==> src/rtl/packet_receiver.sv <==
// Sync-hunting 16-byte packet receiver with a double-buffered packet store and an idle timeout.
// Optional trailing XOR checksum byte: define RX_CHECKSUM_EN to enable it.
module packet_receiver #(
  parameter logic [7:0]  SYNC_BYTE      = 8'hA5,
  parameter int unsigned TIMEOUT_CYCLES = 1024
) (
  input  logic       clock,
  input  logic       reset_n,
  input  logic [7:0] rx_byte,
  input  logic       rx_valid,
  input  logic [3:0] read_index,
  output logic [7:0] read_data,
  output logic       packet_new,
  output logic       packet_valid,
  output logic [7:0] err_count
);

  localparam int unsigned       CNT_W     = $clog2(TIMEOUT_CYCLES) + 1;
  localparam logic [CNT_W-1:0]  IDLE_LAST = CNT_W'(TIMEOUT_CYCLES - 1);

`ifdef RX_CHECKSUM_EN
  typedef enum logic [1:0] {HUNT = 2'd0, PAYLOAD = 2'd1, CHECK = 2'd2} state_t;
`else
  typedef enum logic [1:0] {HUNT = 2'd0, PAYLOAD = 2'd1} state_t;
`endif

  state_t                  state_q, state_d;
  logic [3:0]              wr_idx_q, wr_idx_d;
  logic [CNT_W-1:0]        idle_q, idle_d;
  logic                    commit_q, commit_d;
  logic                    pkt_new_q, pkt_new_d;
  logic                    pkt_valid_q, pkt_valid_d;
  logic [7:0]              err_q, err_d;
  logic [1:0][15:0][7:0]   bank_q, bank_d;
`ifdef RX_CHECKSUM_EN
  logic [7:0]              csum_q, csum_d;
`endif
  logic                    fill_sel;
  logic                    idle_hit;

  function automatic logic [7:0] sat_inc(input logic [7:0] v);
    return (v == 8'hFF) ? v : v + 8'd1;
  endfunction

  assign fill_sel     = ~commit_q;
  assign idle_hit     = (idle_q == IDLE_LAST);
  assign read_data    = bank_q[commit_q][read_index];
  assign packet_new   = pkt_new_q;
  assign packet_valid = pkt_valid_q;
  assign err_count    = err_q;

  always_comb begin
    state_d     = state_q;
    wr_idx_d    = wr_idx_q;
    idle_d      = idle_q;
    commit_d    = commit_q;
    pkt_new_d   = 1'b0;
    pkt_valid_d = pkt_valid_q;
    err_d       = err_q;
    bank_d      = bank_q;
`ifdef RX_CHECKSUM_EN
    csum_d      = csum_q;
`endif
    case (state_q)
      HUNT: begin
        idle_d = '0;
        if (rx_valid && rx_byte == SYNC_BYTE) begin
          state_d  = PAYLOAD;
          wr_idx_d = '0;
`ifdef RX_CHECKSUM_EN
          csum_d   = '0;
`endif
        end
      end
      PAYLOAD: begin
        if (rx_valid) begin
          // A sync-valued byte here is payload, not a frame restart.
          idle_d                      = '0;
          bank_d[fill_sel][wr_idx_q]  = rx_byte;
          wr_idx_d                    = wr_idx_q + 4'd1;
`ifdef RX_CHECKSUM_EN
          csum_d                      = csum_q ^ rx_byte;
          if (wr_idx_q == 4'hF) state_d = CHECK;
`else
          if (wr_idx_q == 4'hF) begin
            state_d     = HUNT;
            commit_d    = ~commit_q;
            pkt_new_d   = 1'b1;
            pkt_valid_d = 1'b1;
          end
`endif
        end else if (idle_hit) begin
          state_d = HUNT;
          idle_d  = '0;
          err_d   = sat_inc(err_q);
        end else begin
          idle_d = idle_q + CNT_W'(1);
        end
      end
`ifdef RX_CHECKSUM_EN
      CHECK: begin
        if (rx_valid) begin
          idle_d  = '0;
          state_d = HUNT;
          if (rx_byte == csum_q) begin
            commit_d    = ~commit_q;
            pkt_new_d   = 1'b1;
            pkt_valid_d = 1'b1;
          end else begin
            err_d = sat_inc(err_q);
          end
        end else if (idle_hit) begin
          state_d = HUNT;
          idle_d  = '0;
          err_d   = sat_inc(err_q);
        end else begin
          idle_d = idle_q + CNT_W'(1);
        end
      end
`endif
      default: begin
        state_d = HUNT;
        idle_d  = '0;
      end
    endcase
  end

  always_ff @(posedge clock or negedge reset_n) begin
    if (!reset_n) begin
      state_q     <= HUNT;
      wr_idx_q    <= '0;
      idle_q      <= '0;
      commit_q    <= 1'b0;
      pkt_new_q   <= 1'b0;
      pkt_valid_q <= 1'b0;
      err_q       <= '0;
      bank_q      <= '0;
`ifdef RX_CHECKSUM_EN
      csum_q      <= '0;
`endif
    end else begin
      state_q     <= state_d;
      wr_idx_q    <= wr_idx_d;
      idle_q      <= idle_d;
      commit_q    <= commit_d;
      pkt_new_q   <= pkt_new_d;
      pkt_valid_q <= pkt_valid_d;
      err_q       <= err_d;
      bank_q      <= bank_d;
`ifdef RX_CHECKSUM_EN
      csum_q      <= csum_d;
`endif
    end
  end

endmodule
==> config.mk <==
export PLATFORM = sky130hd
export DESIGN_NAME = packet_receiver
export DESIGN_NICKNAME = d
export VERILOG_FILES = /design/src/rtl/packet_receiver.sv
export SDC_FILE = /design/constraint.sdc
export NUM_CORES = 1
export LEC_CHECK = 0
export BUFFER_PORTS_ARGS = -buffer_cell sky130_fd_sc_hd__buf_4
export CAP_MARGIN = 10
export CORE_AREA = 2 2 152 139
export CTS_BUF_LIST = sky130_fd_sc_hd__clkbuf_8
export CTS_CLUSTER_SIZE = 16
export DETAILED_ROUTE_END_ITERATION = 8
export DIE_AREA = 0 0 154 141
export PLACE_DENSITY = 0.91
export SLEW_MARGIN = 20
export SYNTH_ARGS = -nofsm -noshare
export SYNTH_HDL_FRONTEND = slang
export SYNTH_SLANG_ARGS = --single-unit
==> constraint.sdc <==
create_clock -name clock -period 3.4 [get_ports clock]
set_input_delay 0.51 -clock clock [delete_from_list [all_inputs] [get_ports clock]]
set_output_delay 0.51 -clock clock [all_outputs]
set_load 0.01 [all_outputs]
Word level (Yosys, flattened, before mapping):

Index checks and enable logic that the tools add are counted.

* output and inout port bits: 18
* input port bits: 15
* word-level logic and storage cells: 93
* bits in registers: 284

* add/sub/neg operators: 3
* equality and inequality tests: 9
* bitwise logic cells: 3
* muxes and demuxes: 23
* reductions and logical operators: 10
* order comparisons: 6

Operators by type and width (count)
* $mux W128: 3
* $bwmux W256: 1
* $demux W128 S1: 1
* $mux W11: 3
* $bmux W8 S4: 1
* $demux W8 S4: 1
* $eq A8 B8 Y1 const B: 2
* $mux W8: 2
* $add A11 B1 Y11 const B: 1
* $eq A11 B10 Y1 const B: 1
* $lt A4 B5 Y1 const B: 2
* $reduce_and A3 Y1: 3
* $add A8 B1 Y8 const B: 1
* $mux W2: 4
* $mux W4: 2
* $pmux W4 S2: 1
* $ne A3 B3 Y1 const B: 2
* $add A4 B1 Y4 const B: 1
* $eq A4 B4 Y1 const B: 1
* $ge A4 B1 Y1 const B: 1
* $lt A1 B2 Y1 const B: 2
* $ne A2 B2 Y1 const B: 2
* $pmux W2 S2: 1
* $reduce_and A4 Y1: 1
* other kinds (8): 14

Logic depth before layout (Yosys ltp):

Gate-level depths: netlist of run 1.

* depth after elaboration: 7
* gate-level depth with buffers: 6
* mapped depth without buffers: 6

Least setup slack after synthesis of run 1:

OpenSTA, ideal clock, no wires.

* path kind: input to output
* start point: in read_index[1]
* end point: out read_data[0]
* required time: 2.890 ns
* buffers on the path: 2
* slack: 0.659 ns
* cell stages on the path: 5
* arrival: 2.231 ns
* cell sequence: clkbuf_1 clkbuf_1 mux4_2 mux4_2 mux2_2

* longest elaborated chain between the ends: 2

RTL lines
* from (decl): line 11 `input logic [3:0] read_index,`
* $bmux W8 S4: line 47 `assign read_data = bank_q[commit_q][read_index];`
* $mux W8 (not written as such): line 47
* to (decl): line 12 `output logic [7:0] read_data,`

No other way between the ends. The select of a mux whose other input is x is not followed.

Worst setup path in the final report of run 1:

* start point: reg commit_q
* end point: out read_data[5]

* longest elaborated chain between the ends: 4

RTL lines
* from (decl): line 30 `logic commit_q, commit_d;`
* from (signal assigned): line 145 `commit_q <= commit_d;`
* $mux W128 (not written as such) (2 in a row): line 47
* $bmux W8 S4: line 47
* $mux W8 (not written as such): line 47

No other way between the ends. The select of a mux whose other input is x is not followed.

==> results of run 1 <==
==> power groups by stage <==
stage / combinational [mW] / clock (mW) / sequential [mW]
CTS: 0.593 / 3.23 / 3.64
global placement: 0.550 / 0 / 3.68
floorplan: 0.410 / 0 / 3.65
global route: 0.640 / 3.39 / 3.66
detailed placement: 0.572 / 0 / 3.70
finish: 0.593 / 3.21 / 3.65
==> path summary, 6_finish.rpt <==
path                                             to  depth (start not counted)                startpoint
hold reg to reg            packet_valid$_DFFE_PN0P_                          1  packet_valid$_DFFE_PN0P_
hold / removal                  idle_q[3]$_DFF_PN0_                          1                   reset_n
setup reg to reg            bank_q[249]$_DFFE_PN0P_                          4   wr_idx_q[2]$_DFFE_PN0P_
max in group asynchronous    bank_q[94]$_DFFE_PN0P_                          2                   reset_n
min in group clock             idle_q[10]$_DFF_PN0_                          3                  rx_valid
setup / recovery                       read_data[5]                          4      commit_q$_DFFE_PN0P_
==> metal layers <==
layer / wire length [microns] / up-vias / global-route usage [%]
met5: 0 / - / 0
met4: 1190 / 0 / 12.0
met3: 2510 / 99 / 7.65
met2: 14100 / 333 / 43.6
met1: 12100 / 4075 / 40.6
li1: - / 3139 / -
==> kinds of logic after synthesis <==
logic type                 Yosys count  share of synthesized area, %
AOI/OAI and AO/OA                    6                         0.291
xor gates and xnor gates            16                          1.09
adders and majority gates            6                         0.582
buffers and inverters               58                          1.97
DFF                                283                          54.9
muxes                              345                          37.1
and+or+nand+nor                    102                          4.00
==> cells in the final DEF, fill, tap and decap left out <==
cell          n
bufinv_16     3
and4_1        1
buf_12        6
and2_1        4
xnor2_1       5
nand4_1       3
nor4bb_1      2
nand2_1      26
dfrtp_1     283
nand3_1      14
mux2_1        4
mux4_2       80
buf_4        46
nor2_1       25
clkinv_2      5
and3_1        2
nand4b_1      1
a21oi_1       1
nand3b_1      1
inv_1        12
clkinvlp_4    1
nand2b_1      4
nor3_2        4
or3_1         1
nor3_1        5
nor4_1        3
o21ai_0       3
xor2_1       11
nand2_2       4
ha_1          6
buf_8         1
or2_2         2
a41oi_1       2
mux2_2      261
clkbuf_8     63
==> worst max-delay path: cells and delay by family (launching register included) <==
family / cells / cell delay (ns)
buffers and inverters: 2 / 0.40
flip-flops: 1 / 0.69
multiplexers: 2 / 0.87
==> sequential cells by signal, summed over array words and instances, names as in the netlist <==
signal,count
wr_idx_q,4
commit_q,1
err_count,8
packet_valid,1
bank_q,256
packet_new,1
idle_q,11
state_q,1
==> final cells by class <==
cell class                 count  area share (%)
clock buffer                  63            5.99
clock inverter                17            1.05
inverter                       4           0.104
multi-input combinational    475            38.4
sequential                   283            48.9
tap                          260            2.25
timing repair buffer          53            3.32
==> impl_metrics.ini, run 1 <==
[status]
status = complete, but fails checks
violations = hold timing

[timing]
tns_ns = 0
worstMarginPinSlew_ns = 0.923
hold_violations = 13
period_needed_ns = 3.03
fin_ws_ns = 0.368
slew_headroom_pct = 37.9
final_max_slew_viol_count = 0
finalSetupViolations = 0
period_share_pct = 89.2
fmaxAchievable_mhz = 330
fin_skew_ns = 0.0151
hold_ws_ns = -0.0166
rsz0062_at_grt = no

[clock_network]
insertion_delay_ns = 0.55
clock-root-buffer = clkbuf_8
cts_hold_buf = 0
postCtsSetupBuffers = 0
cts_max_level = 2
cts_tree = built
cts_sinks = 283
clk_pin_slew_worst_paths_ns = 0.06
cts_buffers = 45
clockBufferDepth = 3
cts-resized-gates = 0

[setup_path]
path_cells = buf_12 > mux4_2 > mux2_2 > buf_4
end_kind = output pin
r2r_slack_ns = 0.88
arrival_ns = 2.52
crit_fanout = 15
crit_path_start_kind = flip-flop
cpPeakStageDelay_ns = 0.69
cp_slowest_cell = dfrtp_1
crit_type = flip-flop to output pin
required_ns = 2.89

[finish]
seq_area_sq_um = 7080
final_util_pct = 71.2
n_antenna_cell = 0
final_cells = 1155
multi_input_area_sq_um = 5550
fin_area_sq_um = 14500
syn2layout_area_growth_pct = 12.3
nets = 883
drive_gt1_share_pct = 53.2
fillCellCount = 1141

[placement]
placed_cells = 1075
placed_area_sq_um = 13500
place_worst_setup_slack_ns = 0.388
gp_congestion = 0.828
post-dp-hpwl_microns = 17800
io_buffers = 32

[power_and_ir_drop]
leakagePower_nw = 7.09
p_switching_mw = 1.78
powerDensity_nw_per_um2 = 514
switching_share_pct = 23.9
p_comb_share_pct = 8.0
finalPower_mw = 7.45
ir_worst_vdd_v = 0.000224
internal_power_mw = 5.67
seq_power_share_pct = 49.0
pwr-share-clk_pct = 43.1

[floorplanning]
fp.dieH_microns = 141
rows = 50
start_util_pct = 63.4
dieArea_sq_um = 21700
core_region_area_sq_um = 20300
io_pins = 33
fp.dieW_microns = 154

[logic_synthesis]
ys_ff_latch = 283
yosysUniqueCellTypes = 33
netlist.area_leader.share_pct = 54.9
ys_seq_area_share_pct = 54.9
avgSynthCellArea_sq_um = 15.8
yosysTopAreaCell = dfrtp_1
synth_area_sq_um = 12900
synth.most_common_cell = dfrtp_1
netlist_instances = 816
synthArstFlopShare_pct = 100
yosysWarnings = 0
ys_top_cells_by_count = dfrtp_1, mux2_2, mux4_2
synth_edf_count = 0
ys.flop_type = dfrtp_1
synth_nets = 837
synth_area_leaders = dfrtp_1, mux2_2, mux4_2

[global_route]
overflow = 0
grt_max_degree = 103
grt_pass1_wl_microns = 47600
antenna_found_initial = 0
grt_pass1_vias = 8207
grt_use_total_pct = 28.9

[routing]
postRouteAntennaNets = 0
vias = 7646
drtPass1Iterations = 5
wl_per_cell_microns = 25.9
remaining_drc_errors = 0
viasPerCell = 6.62
finalWirelength_microns = 29900
drt_iter0_drc = 661

[run]
drv_cap = 0

[hold_path]
min_path_type = input port to async pin
Note: power is estimated with default switching activity, not from simulation.
==> run 2, diff against run 1 <==
==> constraint.sdc (replaced) <==
create_clock -name clock -period 3.4 [get_ports clock]
set_input_delay 0.51 -clock clock [delete_from_list [all_inputs] [get_ports clock]]
set_output_delay 0.51 -clock clock [all_outputs]
set_load 0.005 [all_outputs]
==> run 2 against run 1 <==
Net effect:
- the run now ends clean
- via count increased by 0.38%
- setup slack got worse by 0.015 ns
- fmax decreased by 0.49%
- global-route usage about the same
- die area unchanged
- final cell count increased by 1.1%
- sequential cell count unchanged
- clock power decreased by 6%
- final area increased by 0.32%
- largest cell class unchanged
- combinational power about the same
- sequential share of layout area decreased by 0.16 points
==> impl_metrics.ini, run 2 (same netlist as run 1, synthesis figures left out) <==
[timing]
tns_ns = 0
period_needed_ns = 3.05
worstMarginPinSlew_ns = 0.935
period_share_pct = 89.6
final_max_slew_viol_count = 0
slew_headroom_pct = 37.1
fin_ws_ns = 0.353
rsz0062_at_grt = no
finalSetupViolations = 0
hold_violations = 0
fin_skew_ns = 0.0156
fmaxAchievable_mhz = 328

[finish]
nets = 896
syn2layout_area_growth_pct = 12.7
multi_input_area_sq_um = 5550
fillCellCount = 1215
regMostFlops = bank_q
drive_gt1_share_pct = 53.5
final_util_pct = 71.4
largest_reg_flops = 256
seq_area_sq_um = 7080
final_common_cell = dfrtp_1
final_cell_mix = dfrtp_1, mux2_2, mux4_2

[floorplanning]
start_util_pct = 63.4
dieArea_sq_um = 21700
fp.dieH_microns = 141
core_region_area_sq_um = 20300
fp.dieW_microns = 154
io_pins = 33
rows = 50

[routing]
drtPass1Iterations = 6
vias = 7675
drt_iter0_drc = 642
viasPerCell = 6.57
remaining_drc_errors = 0
finalWirelength_microns = 29700
wl_per_cell_microns = 25.5
postRouteAntennaNets = 0

[clock_network]
cts-resized-gates = 0
cts_hold_buf = 0
clockBufferDepth = 3
cts_buffers = 46
clock-root-buffer = clkbuf_8
cts_tree = built
cts_max_level = 2
postCtsSetupBuffers = 0
clk_pin_slew_worst_paths_ns = 0.06
insertion_delay_ns = 0.57
cts_sinks = 283

[setup_path]
crit_path_start_kind = input port
end_kind = output pin
crit_top_cell = buf_4
rr_worst_depth = 4
crit_fanout = 13
critPathLaunch = read_index[0]
cp_slowest_cell = mux4_2
cpPeakStageDelay_ns = 0.54
path_cells = buf_4 > buf_4 > mux4_2 > mux4_2 > mux2_2 > buf_4
crit_type = input port to output pin
arrival_ns = 2.54
reg2reg_from = commit_q$_DFFE_PN0P_
required_ns = 2.89

[global_route]
grt_pass1_vias = 8471
grt_pass1_wl_microns = 47800
grt_use_total_pct = 28.9
overflow = 0
grt_max_degree = 108
antenna_found_initial = 1

[placement]
gp_congestion = 0.840
post-dp-hpwl_microns = 18600
io_buffers = 32
place_worst_setup_slack_ns = 0.353

[power_and_ir_drop]
ir_worst_vdd_v = 0.000308
leakagePower_nw = 7.14
finalPower_mw = 7.26
powerDensity_nw_per_um2 = 500

[status]
status = complete, no violations

[run]
drv_cap = 0

[hold_path]
min_path_type = input port to async pin
run 2: critical path, delay by kind of cell:
family / cells / cell delay (ns)
buf+inv: 3 / 0.67
mux: 3 / 1.36
run 2: worst paths after layout:
path / end / slack, ns
setup reg to reg: bank_q[153]$_DFFE_PN0P_ / 0.82
max in group asynchronous: bank_q[105]$_DFFE_PN0P_ / 2.58
hold / removal: idle_q[2]$_DFF_PN0_ / 0.008
hold reg to reg: packet_valid$_DFFE_PN0P_ / 0.47
min in group clock: idle_q[10]$_DFF_PN0_ / 0.24
setup / recovery: read_data[7] / 0.35
run 2: stage by stage:
step / cell area [sq um] / hold WS [ns] / std cells
3_3_place_gp: 13600 / 0.461 / 1087
5_1_grt: 14500 / 0.0878 / 1167
2_1_floorplan: 12900 / 0.214 / 816
6_report: 14500 / 0.00765 / 1168
4_1_cts: 14500 / 0.0469 / 1167
3_5_place_dp: 13600 / 0.465 / 1087
run 2: final cells by class:
class | count | share of cell area, %
antenna | 1 | 0.0172
clock buffer | 57 | 5.40
clock inverter | 23 | 1.13
inverter | 4 | 0.103
multi-input combinational | 475 | 38.2
sequential | 283 | 48.8
tap | 260 | 2.24
timing repair buffer | 65 | 4.10
run 2: report_power, final:
part	total, mW	switching [mW]	internal, mW	leakage [nW]
combinational	0.595	0.321	0.274	2.67
clock	3.02	1.36	1.67	0.530
sequential	3.64	0.113	3.53	3.93
run 2: layer usage:
layer	GRT usage [%]	vias up	routed length, microns
met2	46.5	331	14600
li1	-	3162	-
met5	0	-	0
met1	38.9	4079	12000
met4	12.8	0	1120
met3	5.96	103	1950
